[src/rtl/fll_ctrl_pkg.sv]
// Shared types and constants for the FLL configuration-port controller.
package fll_ctrl_pkg;

    typedef enum logic [3:0] {
        ST_IDLE,
        ST_WR1,
        ST_GAP,
        ST_WR2,
        ST_WAIT_LOCK,
        ST_DONE,
        ST_TMO,
        ST_SW_XFER,
        ST_SW_REL
    } fll_state_e;

    localparam logic [1:0] FLL_ADDR_STATUS = 2'd0;
    localparam logic [1:0] FLL_ADDR_CFG1   = 2'd1;
    localparam logic [1:0] FLL_ADDR_CFG2   = 2'd2;
    localparam logic [1:0] FLL_ADDR_INTEG  = 2'd3;

    localparam logic FLL_WRITE = 1'b0;
    localparam logic FLL_READ  = 1'b1;

    // States in which a start pulse or a software request may be taken.
    function automatic logic is_rest_state(input fll_state_e s);
        return (s == ST_IDLE) || (s == ST_DONE) || (s == ST_TMO);
    endfunction

endpackage

[src/rtl/fll_cfg_ctrl_if.sv]
// Request/acknowledge register-access bus, used for both the software side
// and the FLL side of the controller.
interface fll_cfg_ctrl_if;
    logic        req;
    logic        wrn;
    logic [1:0]  add;
    logic [31:0] wdata;
    logic        ack;
    logic [31:0] rdata;

    modport master (output req, wrn, add, wdata, input  ack, rdata);
    modport slave  (input  req, wrn, add, wdata, output ack, rdata);
endinterface

[src/rtl/fll_lock_sync.sv]
// Two-flop synchronizer for the FLL lock indication.
module fll_lock_sync (
    input  logic clk,
    input  logic rst,
    input  logic d_i,
    output logic q_o
);

    logic [1:0] sync_q;

    always_ff @(posedge clk or posedge rst) begin
        if (rst) begin
            sync_q <= 2'b00;
        end else begin
            sync_q <= {sync_q[0], d_i};
        end
    end

    assign q_o = sync_q[1];

endmodule

[src/rtl/fll_cfg_ctrl.sv]
// FLL configuration-port sequencer: boot writes, lock wait with timeout, and
// one-at-a-time forwarding of software FLL register accesses.
//
// state        | meaning
// IDLE         | after reset, nothing started
// WR1          | boot write of CFG1_INIT to address 1
// GAP          | one idle cycle between the boot writes
// WR2          | boot write of CFG2_INIT to address 2
// WAIT_LOCK    | waiting for synchronized lock, bounded by LOCK_TIMEOUT
// DONE         | lock reached
// TMO          | lock wait expired
// SW_XFER      | software transaction outstanding on the FLL port
// SW_REL       | waiting for the software requester to drop its request
module fll_cfg_ctrl
    import fll_ctrl_pkg::*;
#(
    parameter logic [31:0] CFG1_INIT        = 32'h0000_0000,
    parameter logic [31:0] CFG2_INIT        = 32'h0000_0000,
    parameter int unsigned LOCK_TIMEOUT     = 1024,
    parameter bit          FETCH_ON_TIMEOUT = 1'b1
) (
    input  logic           clk,
    input  logic           rst,
    input  logic           start_i,
    input  logic           fetch_enable_i,
    output logic           fetch_enable_o,
    output logic           done_o,
    output logic           timeout_o,
    output logic           lock_lost_o,
    fll_cfg_ctrl_if.slave  sw,
    fll_cfg_ctrl_if.master fll,
    input  logic           fll_lock_i
);

    localparam int CNT_W = $clog2(LOCK_TIMEOUT + 1);
    localparam logic [CNT_W-1:0] CNT_LIMIT = CNT_W'(LOCK_TIMEOUT);

    fll_state_e       state_q;
    fll_state_e       ret_q;
    logic             pend_q;
    logic [CNT_W-1:0] cnt_q;
    logic [CNT_W-1:0] cnt_d;
    logic             done_q;
    logic             tmo_q;
    logic             lost_q;
    logic             fetch_q;
    logic             fll_req_q;
    logic             fll_wrn_q;
    logic [1:0]       fll_add_q;
    logic [31:0]      fll_wdata_q;
    logic             sw_ack_q;
    logic [31:0]      sw_rdata_q;

    logic lock_s;
    logic go_boot;
    logic go_sw;

    fll_lock_sync u_lock_sync (
        .clk (clk),
        .rst (rst),
        .d_i (fll_lock_i),
        .q_o (lock_s)
    );

    // A start seen during a software transaction is deferred until the
    // requester releases, and then beats any new software request.
    always_comb begin
        cnt_d   = cnt_q + CNT_W'(1);
        go_boot = (is_rest_state(state_q) && start_i) ||
                  ((state_q == ST_SW_REL) && !sw.req && (pend_q || start_i));
        go_sw   = is_rest_state(state_q) && !start_i && sw.req;
    end

    always_ff @(posedge clk or posedge rst) begin
        if (rst) begin
            state_q     <= ST_IDLE;
            ret_q       <= ST_IDLE;
            pend_q      <= 1'b0;
            cnt_q       <= '0;
            done_q      <= 1'b0;
            tmo_q       <= 1'b0;
            lost_q      <= 1'b0;
            fetch_q     <= 1'b0;
            fll_req_q   <= 1'b0;
            fll_wrn_q   <= FLL_READ;
            fll_add_q   <= FLL_ADDR_STATUS;
            fll_wdata_q <= '0;
            sw_ack_q    <= 1'b0;
            sw_rdata_q  <= '0;
        end else begin
            fetch_q <= fetch_enable_i & (done_q | (tmo_q & FETCH_ON_TIMEOUT));

            if ((state_q == ST_DONE) && !lock_s) begin
                lost_q <= 1'b1;
            end

            if (go_boot) begin
                state_q     <= ST_WR1;
                pend_q      <= 1'b0;
                done_q      <= 1'b0;
                tmo_q       <= 1'b0;
                lost_q      <= 1'b0;
                sw_ack_q    <= 1'b0;
                fll_req_q   <= 1'b1;
                fll_wrn_q   <= FLL_WRITE;
                fll_add_q   <= FLL_ADDR_CFG1;
                fll_wdata_q <= CFG1_INIT;
            end else if (go_sw) begin
                state_q     <= ST_SW_XFER;
                ret_q       <= state_q;
                fll_req_q   <= 1'b1;
                fll_wrn_q   <= sw.wrn;
                fll_add_q   <= sw.add;
                fll_wdata_q <= sw.wdata;
            end else begin
                case (state_q)
                    ST_WR1: begin
                        if (fll.ack) begin
                            fll_req_q <= 1'b0;
                            state_q   <= ST_GAP;
                        end
                    end
                    ST_GAP: begin
                        fll_req_q   <= 1'b1;
                        fll_wrn_q   <= FLL_WRITE;
                        fll_add_q   <= FLL_ADDR_CFG2;
                        fll_wdata_q <= CFG2_INIT;
                        state_q     <= ST_WR2;
                    end
                    ST_WR2: begin
                        if (fll.ack) begin
                            fll_req_q <= 1'b0;
                            cnt_q     <= '0;
                            state_q   <= ST_WAIT_LOCK;
                        end
                    end
                    ST_WAIT_LOCK: begin
                        // Lock is checked first so it wins a tie with the timeout.
                        if (lock_s) begin
                            done_q  <= 1'b1;
                            state_q <= ST_DONE;
                        end else if (cnt_d == CNT_LIMIT) begin
                            tmo_q   <= 1'b1;
                            state_q <= ST_TMO;
                        end else begin
                            cnt_q <= cnt_d;
                        end
                    end
                    ST_SW_XFER: begin
                        if (start_i) begin
                            pend_q <= 1'b1;
                        end
                        if (fll.ack) begin
                            fll_req_q  <= 1'b0;
                            sw_ack_q   <= 1'b1;
                            sw_rdata_q <= fll.rdata;
                            state_q    <= ST_SW_REL;
                        end
                    end
                    ST_SW_REL: begin
                        if (start_i) begin
                            pend_q <= 1'b1;
                        end
                        if (!sw.req) begin
                            sw_ack_q <= 1'b0;
                            state_q  <= ret_q;
                        end
                    end
                    default: begin
                    end
                endcase
            end
        end
    end

    assign fetch_enable_o = fetch_q;
    assign done_o         = done_q;
    assign timeout_o      = tmo_q;
    assign lock_lost_o    = lost_q;
    assign fll.req        = fll_req_q;
    assign fll.wrn        = fll_wrn_q;
    assign fll.add        = fll_add_q;
    assign fll.wdata      = fll_wdata_q;
    assign sw.ack         = sw_ack_q;
    assign sw.rdata       = sw_rdata_q;

endmodule
[src/flat_wrapper.sv]
// flat-port wrapper written by rule: the top's interface ports become plain ports
module fll_cfg_ctrl_flat import fll_ctrl_pkg::*;
#(
    parameter logic [31:0] CFG1_INIT        = 32'h0000_0000,
    parameter logic [31:0] CFG2_INIT        = 32'h0000_0000,
    parameter int unsigned LOCK_TIMEOUT     = 1024,
    parameter bit          FETCH_ON_TIMEOUT = 1'b1
)
  (clk, rst, start_i, fetch_enable_i, fetch_enable_o, done_o, timeout_o, lock_lost_o, fll_lock_i, sw_req, sw_wrn, sw_add, sw_wdata, sw_ack, sw_rdata, fll_req, fll_wrn, fll_add, fll_wdata, fll_ack, fll_rdata);
  fll_cfg_ctrl_if sw_i ();
  fll_cfg_ctrl_if fll_i ();
  input  logic clk;
  input  logic rst;
  input  logic start_i;
  input  logic fetch_enable_i;
  output logic fetch_enable_o;
  output logic done_o;
  output logic timeout_o;
  output logic lock_lost_o;
  input  logic fll_lock_i;
  input wire logic [$bits(sw_i.req)-1:0] sw_req;
  input wire logic [$bits(sw_i.wrn)-1:0] sw_wrn;
  input wire logic [$bits(sw_i.add)-1:0] sw_add;
  input wire logic [$bits(sw_i.wdata)-1:0] sw_wdata;
  output wire logic [$bits(sw_i.ack)-1:0] sw_ack;
  output wire logic [$bits(sw_i.rdata)-1:0] sw_rdata;
  output wire logic [$bits(fll_i.req)-1:0] fll_req;
  output wire logic [$bits(fll_i.wrn)-1:0] fll_wrn;
  output wire logic [$bits(fll_i.add)-1:0] fll_add;
  output wire logic [$bits(fll_i.wdata)-1:0] fll_wdata;
  input wire logic [$bits(fll_i.ack)-1:0] fll_ack;
  input wire logic [$bits(fll_i.rdata)-1:0] fll_rdata;
  assign sw_i.req = sw_req;
  assign sw_i.wrn = sw_wrn;
  assign sw_i.add = sw_add;
  assign sw_i.wdata = sw_wdata;
  assign sw_ack = sw_i.ack;
  assign sw_rdata = sw_i.rdata;
  assign fll_req = fll_i.req;
  assign fll_wrn = fll_i.wrn;
  assign fll_add = fll_i.add;
  assign fll_wdata = fll_i.wdata;
  assign fll_i.ack = fll_ack;
  assign fll_i.rdata = fll_rdata;
  fll_cfg_ctrl #(.CFG1_INIT(CFG1_INIT), .CFG2_INIT(CFG2_INIT), .LOCK_TIMEOUT(LOCK_TIMEOUT), .FETCH_ON_TIMEOUT(FETCH_ON_TIMEOUT)) u_core (.clk(clk), .rst(rst), .start_i(start_i), .fetch_enable_i(fetch_enable_i), .fetch_enable_o(fetch_enable_o), .done_o(done_o), .timeout_o(timeout_o), .lock_lost_o(lock_lost_o), .sw(sw_i), .fll(fll_i), .fll_lock_i(fll_lock_i));
endmodule
[config.mk]
export PLATFORM = sky130hd
export DESIGN_NAME = fll_cfg_ctrl_flat
export DESIGN_NICKNAME = d
export VERILOG_FILES = /design/src/rtl/fll_ctrl_pkg.sv /design/src/rtl/fll_cfg_ctrl_if.sv /design/src/rtl/fll_lock_sync.sv /design/src/rtl/fll_cfg_ctrl.sv /design/src/flat_wrapper.sv
export SDC_FILE = /design/constraint.sdc
export NUM_CORES = 1
export LEC_CHECK = 0
export CAP_MARGIN = 10
export CORE_MARGIN = 2
export CORE_UTILIZATION = 45
export DETAILED_ROUTE_END_ITERATION = 8
export PLACE_DENSITY_LB_ADDON = 0.08
export SYNTH_ARGS = -nofsm -noshare
export SYNTH_HDL_FRONTEND = slang
export SYNTH_SLANG_ARGS = --single-unit
[constraint.sdc]
create_clock -name clk -period 5.54 [get_ports clk]
set_input_delay 0.554 -clock clk [delete_from_list [all_inputs] [get_ports clk]]
set_output_delay 0.554 -clock clk [all_outputs]
set_load 0.005 [all_outputs]
==> results.toml <==
[hold_path]
hp-start = "u_core.u_lock_sync.sync_q[0]"
holdCritPathClass = "flip-flop to flip-flop"

[power_and_ir_drop]
pwr-share-clk_pct = 17.0
p_seq_share_pct = 40.5
sw_frac_of_total_pct = 32.5
power.density_nw_per_um2 = 513
p_comb_share_pct = 42.5
p_leak_nw = 2.56
p_switching_uw = 989
ir_drop_mv = 0.256
internal_power_mw = 2.05

[routing]
highest_layer = "met4"
dr_wl_met3_um = 737
dr.pass1.iters = 4
drt_iter0_markers = 148
post_drt_wl_per_cell_um = 17.3
met2_wirelength_um = 4950
via_count = 3289
final_antenna_net_count = 0
drc = 0
wl_met1_um = 4440
viasPerCell = 5.50
wirelength_um = 10300

[setup_path]
path_class = "flip-flop to flip-flop"
endpoint_kind = "flip-flop"
worstPathArrival_ns = 2.71
worstSetupStartpoint = "u_core.state_q[3]"
required_ns = 5.78
reg2reg_from = "u_core.state_q[3]"
critPathMaxFanout = 37
start_kind = "flip-flop"

[grt]
overflow = 0
antenna_found_initial = 0
grtUsageTotal_pct = 21.6
grt_max_degree = 69
grt_pass1_wl_um = 17100
grt_pass1_vias = 3319

[timing]
final-setup-viol-count = 0
slew_headroom_pct = 43.5
max_freq_mhz = 405
tns_ns = 0
finClkSkew_ns = 0.0131
worst_pin_slew_ns = 0.848
rsz0062_at_grt = "no"
finalCritPeriodShare_pct = 44.5
drv_slew = 0
finalHoldViolations = 0
final.min_clock_period_ns = 2.47

[run_status]
status = "complete, no violations"

[logic_synthesis]
syn_inst = 345
netlist.area_leader.share_pct = 56.3
yosysMostFrequentCell = "dfrtp_1"
synth.avg_cell_area_um2 = 12.1
synth.area.top_cells = "dfrtp_1, mux2_2, a22o_1, mux2_1, a21oi_1"
synth_common_cells = "dfrtp_1, a22o_1, mux2_2"
syn_nets = 420
synth-main-ff-cell = "dfrtp_1"
yosysWarnings = 0
ys_seq_area_share_pct = 56.9
synth-edff-count = 0
ys_ff_latch = 95
synth_top_area_cell = "dfrtp_1"
ys_types = 55
synth_area_um2 = 4180
synthArstFlopShare_pct = 100

[layout]
nets = 557
syn2layout_area_growth_pct = 41.7
postLayoutCoreUtil_pct = 65.0
drive_gt1_share_pct = 12.5
antennaDiodeCount = 0

[cts]
tritoncts = "done"
postCtsSetupBuffers = 0
hold_buffers = 0
cts_max_path_buffers = 2
clk_pin_slew_ns = 0.10
cts.sinks = 95
cts_max_level = 3
clkLatencyLatePin_ns = 0.35
post_cts_resized = 0
cts_buffers = 9
cts-root-buf = "clkbuf_8"

[place]
hpwl_um = 7250
globalplace.congestion = 0.799
port_buffers = 146

[die]
initial_core_util_pct = 45.9
rows = 35
die_w_um = 100
die_area_um2 = 10100
core_area_um2 = 9110
pin_count = 147
die_y_um = 100

[job]
maxCapViolCount = 0
[layer usage]
metal | global-route usage, % | vias to the layer above
li1 | - | 1534
met5 | 0 | -
met1 | 29.9 | 1618
met2 | 33.1 | 119
met4 | 8.01 | 0
met3 | 5.29 | 18
[cell type report]
type / instances / area [µm²]
clock buffer: 11 / 151
clock inverter: 5 / 80.1
fill: 709 / 3190
inverter: 16 / 61.3
multi-input combinational: 209 / 1610
sequential: 95 / 2380
tap: 111 / 139
timing repair buffer: 151 / 1500
[flip-flops by register name (all words and copies together), names as in the netlist]
name	count
u_core.state_q	4
u_core.fetch_enable_o	1
u_core.fll.wrn	1
u_core.fll.req	1
u_core.fll.wdata	32
u_core.timeout_o	1
u_core.sw.rdata	32
u_core.cnt_q	11
u_core.ret_q	4
u_core.pend_q	1
u_core.done_o	1
u_core.lock_lost_o	1
u_core.fll.add	2
u_core.u_lock_sync.sync_q	2
u_core.sw.ack	1
[cells in the final DEF (no fill, tap or decap), types with 5 or more instances in the layout]
| cell type | n |
|---|---|
| a21oi_1 | 14 |
| a22o_1 | 35 |
| buf_4 | 5 |
| clkbuf_8 | 11 |
| clkdlybuf4s50_1 | 146 |
| dfrtp_1 | 94 |
| inv_1 | 15 |
| mux2_1 | 9 |
| mux2_2 | 29 |
| nand2_1 | 16 |
| nand3_1 | 10 |
| nor2_1 | 14 |
| nor3_1 | 7 |
| o21ai_0 | 9 |
| o31ai_1 | 5 |
[power by group through the flow]
stage / clock, mW / combinational [mW] / sequential [mW]
2_1_floorplan: 0 / 0.686 / 1.16
3_3_place_gp: 0 / 1.28 / 1.23
3_5_place_dp: 0 / 1.30 / 1.23
4_1_cts: 0.527 / 1.30 / 1.23
5_1_grt: 0.556 / 1.40 / 1.28
6_report: 0.515 / 1.29 / 1.23
[final timing paths]
check / cells after the start / to / slack (ns)
min in group asynchronous: 2 / u_core.sw.rdata[27] / 0.52
setup reg to reg: 6 / u_core.fll.add[0] / 3.07
hold reg to reg: 0 / u_core.u_lock_sync.sync_q[1] / 0.35
hold / removal: 0 / u_core.u_lock_sync.sync_q[1] / 0.35
max in group asynchronous: 3 / u_core.fll.wdata[17] / 3.81
setup / recovery: 6 / u_core.fll.add[0] / 3.07
[cells by family after synthesis]
logic type | share of synthesized area [%]
flops | 56.9
compound gates | 17.0
simple gates | 9.46
buf+inv | 4.49
mux | 11.0
xor+xnor | 0.838
fa+ha+maj | 0.299
[per-stage QoR]
| stage | setup slack (ns) | hold slack [ns] | cells | power, mW | cell area (µm²) |
|---|---|---|---|---|---|
| 4_1_cts | 3.09 | 0.351 | 598 | 3.06 | 5920 |
| 6_report | 3.07 | 0.351 | 598 | 3.04 | 5920 |
| 2_1_floorplan | 2.51 | 0.331 | 345 | 1.85 | 4180 |
| 5_1_grt | 2.91 | 0.352 | 598 | 3.24 | 5920 |
| 3_3_place_gp | 2.94 | 0.336 | 582 | 2.51 | 5690 |
| 3_5_place_dp | 2.87 | 0.344 | 582 | 2.53 | 5690 |
[worst max-delay path: stages, from the launching register on]
cell and delay [ns]:
dfrtp_1 0.70, nor4b_2 0.55, o211ai_1 0.25, o31ai_4 0.20
a211oi_4 0.04, buf_4 0.28, a221o_1 0.33
No activity file was read; power rests on OpenSTA's default activity.
